==> src/rtl/seq_restoring_divider.sv <==
// Multi-cycle unsigned restoring divider: one quotient bit per clock under a
// start/busy/done handshake, results held until the next accepted division.
module seq_restoring_divider #(
  parameter int unsigned N = 8
) (
  input  logic         clk,
  input  logic         rst_n,
  input  logic         start,
  input  logic [N-1:0] dividend,
  input  logic [N-1:0] divisor,
  output logic         busy,
  output logic         done,
  output logic [N-1:0] quotient,
  output logic [N-1:0] remainder,
  output logic         div_by_zero
);

  localparam int unsigned CW = $clog2(N + 1);

  localparam logic [1:0] ST_IDLE = 2'd0;
  localparam logic [1:0] ST_RUN  = 2'd1;
  localparam logic [1:0] ST_FIN  = 2'd2;

  localparam logic [CW-1:0] LAST_ITER = CW'(N - 1);

  logic [1:0]    state_q, state_d;
  logic [N-1:0]  rem_work_q, rem_work_d;
  logic [N-1:0]  quo_work_q, quo_work_d;
  logic [N-1:0]  dsr_q, dsr_d;
  logic [CW-1:0] cnt_q, cnt_d;
  logic          zero_q, zero_d;
  logic          busy_q, busy_d;
  logic          done_q, done_d;
  logic [N-1:0]  quotient_q, quotient_d;
  logic [N-1:0]  remainder_q, remainder_d;
  logic          dbz_q, dbz_d;

  logic [N:0]    rem_shift;
  logic [N:0]    rem_sub;
  logic          fits;

  // Trial subtraction: the partial remainder always stays below the divisor,
  // so N+1 bits hold the shifted value and the sign of the difference.
  always_comb begin
    rem_shift = {rem_work_q, quo_work_q[N-1]};
    rem_sub   = rem_shift - {1'b0, dsr_q};
    fits      = ~rem_sub[N];
  end

  // Next-state and datapath control.
  always_comb begin
    state_d     = state_q;
    rem_work_d  = rem_work_q;
    quo_work_d  = quo_work_q;
    dsr_d       = dsr_q;
    cnt_d       = cnt_q;
    zero_d      = zero_q;
    busy_d      = busy_q;
    done_d      = 1'b0;
    quotient_d  = quotient_q;
    remainder_d = remainder_q;
    dbz_d       = dbz_q;

    case (state_q)
      ST_IDLE: begin
        if (start) begin
          dsr_d = divisor;
          if (divisor == '0) begin
            quo_work_d = '1;
            rem_work_d = dividend;
            zero_d     = 1'b1;
            state_d    = ST_FIN;
          end else begin
            quo_work_d = dividend;
            rem_work_d = '0;
            cnt_d      = '0;
            zero_d     = 1'b0;
            busy_d     = 1'b1;
            state_d    = ST_RUN;
          end
        end
      end

      ST_RUN: begin
        rem_work_d = fits ? rem_sub[N-1:0] : rem_shift[N-1:0];
        quo_work_d = {quo_work_q[N-2:0], fits};
        cnt_d      = cnt_q + CW'(1);
        if (cnt_q == LAST_ITER) begin
          state_d = ST_FIN;
        end
      end

      ST_FIN: begin
        done_d      = 1'b1;
        busy_d      = 1'b0;
        quotient_d  = quo_work_q;
        remainder_d = rem_work_q;
        dbz_d       = zero_q;
        state_d     = ST_IDLE;
      end

      default: begin
        busy_d  = 1'b0;
        state_d = ST_IDLE;
      end
    endcase
  end

  always_ff @(posedge clk) begin
    if (!rst_n) begin
      state_q     <= ST_IDLE;
      rem_work_q  <= '0;
      quo_work_q  <= '0;
      dsr_q       <= '0;
      cnt_q       <= '0;
      zero_q      <= 1'b0;
      busy_q      <= 1'b0;
      done_q      <= 1'b0;
      quotient_q  <= '0;
      remainder_q <= '0;
      dbz_q       <= 1'b0;
    end else begin
      state_q     <= state_d;
      rem_work_q  <= rem_work_d;
      quo_work_q  <= quo_work_d;
      dsr_q       <= dsr_d;
      cnt_q       <= cnt_d;
      zero_q      <= zero_d;
      busy_q      <= busy_d;
      done_q      <= done_d;
      quotient_q  <= quotient_d;
      remainder_q <= remainder_d;
      dbz_q       <= dbz_d;
    end
  end

  assign busy        = busy_q;
  assign done        = done_q;
  assign quotient    = quotient_q;
  assign remainder   = remainder_q;
  assign div_by_zero = dbz_q;

endmodule

==> config.mk <==
export PLATFORM = sky130hd
export DESIGN_NAME = seq_restoring_divider
export DESIGN_NICKNAME = d
export VERILOG_FILES = /design/src/rtl/seq_restoring_divider.sv
export SDC_FILE = /design/constraint.sdc
export NUM_CORES = 1
export LEC_CHECK = 0
export ABC_CLOCK_PERIOD_IN_PS = 2040
export BUFFER_PORTS_ARGS = -buffer_cell sky130_fd_sc_hd__clkbuf_2
export CORE_UTILIZATION = 50
export CTS_BUF_LIST = sky130_fd_sc_hd__clkbuf_16
export DETAILED_ROUTE_END_ITERATION = 16
export GPL_ROUTABILITY_DRIVEN = 0
export PLACE_DENSITY = 0.81
export SYNTH_ARGS = -nofsm -noshare
export SYNTH_HDL_FRONTEND = slang
export SYNTH_SLANG_ARGS = --single-unit
==> constraint.sdc <==
create_clock -name clk -period 2.04 [get_ports clk]
set_input_delay 0.408 -clock clk [delete_from_list [all_inputs] [get_ports clk]]
set_output_delay 0.408 -clock clk [all_outputs]
set_load 0.1 [all_outputs]
==> results of run 1 <==
-- final timing paths --
| check | from | endpoint | cells after the start |
|---|---|---|---|
| max | quo_work_q[7]$_SDFFE_PN0P_ | rem_work_q[2]$_SDFFE_PN0P_ | 11 |
| min | divisor[7] | dsr_q[7]$_SDFFE_PN0P_ | 3 |
| max reg2reg | quo_work_q[7]$_SDFFE_PN0P_ | rem_work_q[2]$_SDFFE_PN0P_ | 11 |
| min reg2reg | div_by_zero$_SDFFE_PN0P_ | div_by_zero$_SDFFE_PN0P_ | 2 |
-- layout make-up --
cell class	instances	area (um^2)
fill	370	1520
multi-input combinational	217	1330
sequential	50	1000
timing repair buffer	62	377
clock buffer	5	125
tap	52	65.1
inverter	11	41.3
clock inverter	3	16.3
-- metal layers --
layer | part of all wire, % | wire length, um | GRT usage (%)
met2 | 45 | 2530 | 38.1
met5 | 0 | 0 | 0
met4 | 2.8 | 156 | 8.67
met3 | 4.9 | 273 | 4.56
met1 | 47 | 2600 | 30.4
-- kinds of logic after synthesis --
| family | synth area share (%) |
|---|---|
| multiplexers | 2.57 |
| AO/OA/AOI/OAI | 19.5 |
| flip-flops | 41.9 |
| buffers and inverters | 4.61 |
| XOR/XNOR | 2.93 |
| AND/OR/NAND/NOR | 22.9 |
| adder cells (fa/ha/maj) | 5.55 |
-- stage by stage --
| step | power [W] | area [um^2] | util [%] |
|---|---|---|---|
| 6_report | 0.00264 | 2960 | 66.1 |
| 5_1_grt | 0.00276 | 2960 | 66.1 |
| 4_1_cts | 0.00263 | 2950 | 66.0 |
| 3_5_place_dp | 0.00176 | 2760 | 61.8 |
| 3_3_place_gp | 0.00174 | 2760 | 61.8 |
| 2_1_floorplan | 0.00158 | 2410 | - |
-- what timing repair did --
| item | 4_1_cts | 5_1_grt |
|---|---|---|
| setup buffers | 1 | 0 |
| gates cloned | 1 | 0 |
| pin swaps | 4 | 0 |
| gates resized for setup | 7 | 2 |
| endpoints found under the setup margin | 9 | 9 |
-- flip-flops by register name (all words and copies together) (netlist names) --
register	flops
quotient	8
cnt_q	4
remainder	8
rem_work_q	8
busy	1
state_q	2
dsr_q	8
quo_work_q	8
done	1
div_by_zero	1
zero_q	1
-- cells in the mapped netlist (3+ instances only) --
cell type | number | area share, %
nor2_1 | 27 | 4.2
clkbuf_1 | 11 | 1.7
a21oi_1 | 45 | 9.4
nand2b_1 | 5 | 1.3
mux2i_1 | 5 | 2.1
nand3_1 | 3 | 0.63
buf_2 | 4 | 0.84
inv_1 | 10 | 1.6
o221ai_1 | 8 | 2.9
dfxtp_1 | 50 | 42
nor2b_1 | 4 | 1.0
nand2_1 | 55 | 8.6
ha_1 | 9 | 4.7
o21ai_0 | 4 | 0.84
o22ai_1 | 4 | 1.0
and3_1 | 4 | 1.0
xor2_1 | 8 | 2.9
nand4_1 | 5 | 1.3
-- power by group through the flow --
stage                     clock network, W  registers, W  logic (W)
after floorplan                          0       0.00113   0.000451
after global placement                   0       0.00110   0.000644
after detailed placement                 0       0.00110   0.000658
after CTS                         0.000826       0.00108   0.000726
after global routing              0.000867       0.00109   0.000805
final                             0.000815       0.00108   0.000740
-- placed cells by master, fill, tap and decap left out, types with 3 or more instances in the layout --
master     netlist  routed
dfxtp_1         50      48
clkinv_1         1       3
xor2_1           8       8
clkbuf_16        0       5
and3_1           4       4
mux2i_1          5       5
inv_1           10       8
ha_1             9       8
nand2_1         55      55
o22ai_1          4       4
nand2b_1         5       5
clkbuf_2         0      37
buf_4            1      24
a21oi_1         45      44
nand3_1          3       3
o21ai_0          4       3
o221ai_1         8       8
nor2_1          27      27
nand4_1          5       5
nor2b_1          4       4
-- worst max-delay path: stages (launching register included) --
cell and delay [ns]:
dfxtp_2 0.32, inv_2 0.06, ha_4 0.13, inv_2 0.03, fa_2 0.38, a211oi_4 0.29
nor3_1 0.11, nor3b_2 0.23, nor3_2 0.11, buf_6 0.15, mux2i_1 0.15, o22ai_1 0.10
==> qor.csv, run 1 <==
stage,metric,value,unit
synthesis,async_flop_share,0,%
routing,drt-pass1-iter-count,10,
pwr,internal_power,0.00181,W
routing,wl_per_cell,13.9,um
clock_tree,cts_num_sinks,50,
routing,drt-initial-drc-count,202,
clock_tree,clock_latency,0.29,ns
routing,postRouteAntennaNets,0,
placed_design,port_buffers,37,
clock_tree,htreeDepth,2,
die,row_count,24,
pwr,seq_power_share,41.1,%
clock_tree,clk_pin_slew,0.06,ns
global_routing,grt_start_max_net_pins,24,
pwr,swShare,31.5,%
sta,fin_crit_sh,108,%
global_routing,grt_overflow,0,
pwr,p_clk_share,30.9,%
outcome,violations,"DRC, setup timing",
clock_tree,clk_path_buf_depth,2,
sta,worst_pin_slew,0.591,ns
clock_tree,cts_tree,done,
pwr,comb_power_share,28.1,%
routing,vias_per_cell,5.54,
layout,instances_no_fill,400,
clock_tree,cts_hold_buf,0,
worst_setup_path,worstPathMaxFanout,6,
synthesis,synth_cells,294,
pwr,ir_drop,0.553,mV
routing,finalWirelength,5560,um
layout,drive_above_1_share,25.3,%
worst_setup_path,arrival,2.36,ns
sta,skew,0.00448,ns
worst_hold_path,holdCritPathClass,in -> reg,
worst_setup_path,cp_data_required_time,2.21,ns
worst_setup_path,critical_path_class,reg -> reg,
sta,holdWs,0.362,ns
synthesis,ys_seq_area_share,41.9,%
sta,rsz0062_at_grt,yes,
layout,area_growth,23.8,%
clock_tree,root_buffer,clkbuf_16,
synthesis,ys.warnings.count,0,
sta,maxSlewHeadroom,60.5,%
placed_design,dp_slack,-0.199,ns
die,core_area,0.00447,mm^2
sta,layout_min_cycle_time,2.19,ns
synthesis,synth-seq-cells,50,
sta,setup-violations-final,9,
placed_design,dp_hpwl,4000,um
sta,timing.setup.tns,-1.16,ns
global_routing,grt_antenna_before_repair,0,
clock_tree,cts_buffers,5,
worst_setup_path,crit_path_end_kind,register,
routing,via_count,2216,
global_routing,grt_pass1_wl,9230,um
worst_setup_path,r2r_slack,-0.15,ns
outcome,outcome,"finished, violations left",
sta,slew_violations,0,
layout,nets,376,
sta,final_hold_viol_count,0,
die,initial_core_util,53.4,%
global_routing,grt_pass1_vias,2048,
sta,setup_ws,-0.153,ns
routing,drc,1,
worst_setup_path,cp-start-kind,register,
die,die_y,71.1,um
pwr,p_switching,0.000830,W
pwr,power-per-cell-area,892,mW/mm^2
layout,antenna_cells,0,
synthesis,avgSynthCellArea,8.12,um^2
flow_run,max_cap_viol_count,0,
sta,fmax,456,MHz
placed_design,numPlacedInstances,390,
pwr,leakage,1.22,nW
synthesis,synth_edf_count,0,
synthesis,synthFlopType,dfxtp_1,
die,die_w,71.1,um
synthesis,synth_nets,323,
die,pin_count,38,
die,dieArea,0.00506,mm^2
synthesis,synthesis.area,0.00239,mm^2
synthesis,ys_types,46,
global_routing,grt_usage,23.2,%
(Power assumes the default switching activity.)
==> inputs of run 2 (changes only) <==
--- a/config.mk
+++ b/config.mk
@@ -9,3 +9,5 @@
 export BUFFER_PORTS_ARGS = -buffer_cell sky130_fd_sc_hd__clkbuf_2
-export CORE_UTILIZATION = 50
+export CELL_PAD_IN_SITES_DETAIL_PLACEMENT = 2
+export CELL_PAD_IN_SITES_GLOBAL_PLACEMENT = 2
+export CORE_UTILIZATION = 29
 export CTS_BUF_LIST = sky130_fd_sc_hd__clkbuf_16
@@ -13,3 +15,4 @@
 export GPL_ROUTABILITY_DRIVEN = 0
-export PLACE_DENSITY = 0.81
+export PLACE_DENSITY = 0.8
+export SETUP_SLACK_MARGIN = 0.5
 export SYNTH_ARGS = -nofsm -noshare
--- a/constraint.sdc
+++ b/constraint.sdc
@@ -3,2 +3,2 @@
 set_output_delay 0.408 -clock clk [all_outputs]
-set_load 0.1 [all_outputs]
+set_load 0.005 [all_outputs]
==> run 2 against run 1 <==
The flow finishes with violations (setup timing). Worst setup slack worse by 0.12 ns. Combinational power is 17% higher. Via count rose by 8.2%. Sequential power about the same.
==> qor.csv, run 2 (synthesis gave the netlist of run 1 again) <==
stage,metric,value,unit,change
outcome,outcome,"finished, violations left",,
outcome,violations,setup timing,,
layout,nets,384,,+2.1%
global_routing,grt_pass1_wl,13800,um,+50%
clock_tree,clk_pin_slew,0.06,ns,about the same
layout,final_common_cell,nand2_1,,
worst_setup_path,arrival,2.52,ns,+0.16 ns
worst_setup_path,cpPeakStageDelay,0.37,ns,about the same
clock_tree,cts_buffers,5,,unchanged
global_routing,grt_pass1_vias,2643,,+29%
worst_setup_path,critical_path.top_delay_family,adder cells,,
worst_setup_path,crit_buf_inv,3,,unchanged
routing,postRouteAntennaNets,0,,unchanged
sta,layout_min_cycle_time,2.31,ns,+0.119 ns
pwr,ir_drop,0.361,mV,-35%
pwr,leakage,1.31,nW,+7.3%
layout,drive_above_1_share,33.1,%,+7.9 points
worst_setup_path,critical_path_class,reg -> reg,,
worst_setup_path,crit_path_end_kind,register,,
global_routing,grt_antenna_before_repair,0,,unchanged
routing,wl_per_cell,19.8,um,+42%
layout,mostFrequentLayoutCells,"nand2_1, dfxtp_1, a21oi_1",,
sta,slew_violations,0,,unchanged
global_routing,grt_overflow,0,,unchanged
die,pin_count,38,,unchanged
clock_tree,cts_tree,done,,
clock_tree,root_buffer,clkbuf_16,,
placed_design,port_buffers,37,,unchanged
worst_setup_path,cp_data_required_time,2.25,ns,+0.04 ns
clock_tree,cts_num_sinks,50,,unchanged
worst_setup_path,path_cells,inv_2 -> ha_4 -> inv_2 -> fa_2 -> a211oi_4 -> nor3_2 -> nor3b_2 -> nor3_2 -> buf_4 -> mux2_2 -> o22ai_2,,
die,initial_core_util,30.4,%,-23 points
global_routing,grt_start_max_net_pins,23,,-4.2%
sta,fin_crit_sh,113,%,+5.8 points
clock_tree,clock_latency,0.30,ns,about the same
die,row_count,32,,+33%
clock_tree,clk_path_buf_depth,2,,unchanged
worst_setup_path,worstPathMaxFanout,3,,-3
flow_run,max_cap_viol_count,0,,unchanged
placed_design,dp_hpwl,5740,um,+44%
worst_setup_path,crit_slowest_cell,fa_2,,
pwr,power-per-cell-area,850,mW/mm^2,-4.7%
worst_hold_path,holdCritPathClass,in -> reg,,
worst_setup_path,cp-start-kind,register,,
clock_tree,htreeDepth,2,,unchanged
die,dieArea,0.00860,mm^2,+70%
routing,drt-initial-drc-count,62,,-69%
routing,finalWirelength,9060,um,+63%
placed_design,post_dp_cell_area,0.00290,mm^2,+4.8%
pwr,power.total,0.00280,W,+6.2%
die,core_area,0.00785,mm^2,+75%
routing,vias_per_cell,5.24,,-5.5%
sta,skew,0.0104,ns,+0.00596 ns
layout,antenna_cells,0,,unchanged
sta,final_hold_viol_count,0,,unchanged
sta,setup_ws,-0.272,ns,-0.119 ns
sta,rsz0062_at_grt,yes,,
sta,worst_pin_slew,0.460,ns,-0.131 ns
sta,fmax,432,MHz,-5.2%
sta,maxSlewHeadroom,69.4,%,+8.8 points
routing,via_count,2398,,+8.2%
global_routing,grt_usage,20.9,%,-2.3 points
die,die_y,92.8,um,+30%
sta,setup-violations-final,9,,unchanged
routing,drc,0,,-1
layout,final_area,0.00330,mm^2,+11%
sta,holdWs,0.363,ns,+0.000988 ns
layout,area_growth,38.0,%,
layout,fill_cells,883,,+140%
die,die_w,92.8,um,+30%
routing,drt-pass1-iter-count,4,,-6
## run 2: timing repair
item / 4_1_cts / 5_1_grt
pin swaps: 14 / 13
gates resized for setup: 17 / 14
buffers inserted: 4 / 6
hold buffers: 0 / 0
endpoints found under the setup margin: 17 / 20
## run 2: power by group
part | switching, W | internal, W | total [W] | leakage [nW]
Sequential | 0.0000621 | 0.00103 | 0.00110 | 0.408
Combinational | 0.000478 | 0.000390 | 0.000868 | 0.826
Clock | 0.000385 | 0.000451 | 0.000836 | 0.0750
Total | 0.000926 | 0.00187 | 0.00280 | 1.31
## run 2: per-stage QoR
stage,TNS [ns],std cells,utilization (%),worst slack [ns]
2_1_floorplan,-0.217,294,-,-0.0550
3_3_place_gp,-0.746,440,36.9,-0.129
3_5_place_dp,-2.80,440,36.9,-0.374
4_1_cts,-1.58,452,40.3,-0.230
5_1_grt,-2.76,458,42.0,-0.334
6_report,-1.89,458,42.0,-0.272
## run 2: final timing paths
path,from,endpoint,slack [ns],cells after the start
worst min-delay path,divisor[1],dsr_q[1]$_SDFFE_PN0P_,0.36,3
worst max-delay path,quo_work_q[7]$_SDFFE_PN0P_,rem_work_q[0]$_SDFFE_PN0P_,-0.27,11
worst min register to register,remainder[4]$_SDFFE_PN0P_,remainder[4]$_SDFFE_PN0P_,0.46,2
worst max register to register,quo_work_q[7]$_SDFFE_PN0P_,rem_work_q[0]$_SDFFE_PN0P_,-0.27,11
## run 2: cell type report
class,instances,area (um^2),share of cell area (%)
inverters,11,41.3,1.25
repair buffers,70,487,14.8
clock inverters,3,17.5,0.532
well taps,102,128,3.87
clock buffers,5,125,3.80
multi-input cells,217,1490,45.3
flip-flops and latches,50,1000,30.4
## run 2: metal layers
metal,track usage (%),wire length [um],up-vias
li1,-,-,1143
met1,24.7,3940,1194
met3,3.28,279,14
met2,38.8,4700,47
met4,5.77,138,0
met5,0,0,-
## run 2: worst register-to-register path, cell delays in order, from the launching register on
cell and delay (ns):
dfxtp_2 0.34, inv_2 0.08, ha_4 0.15, inv_2 0.05, fa_2 0.37, a211oi_4 0.27
nor3_2 0.09, nor3b_2 0.25, nor3_2 0.10, buf_4 0.16, mux2_2 0.27, o22ai_2 0.11
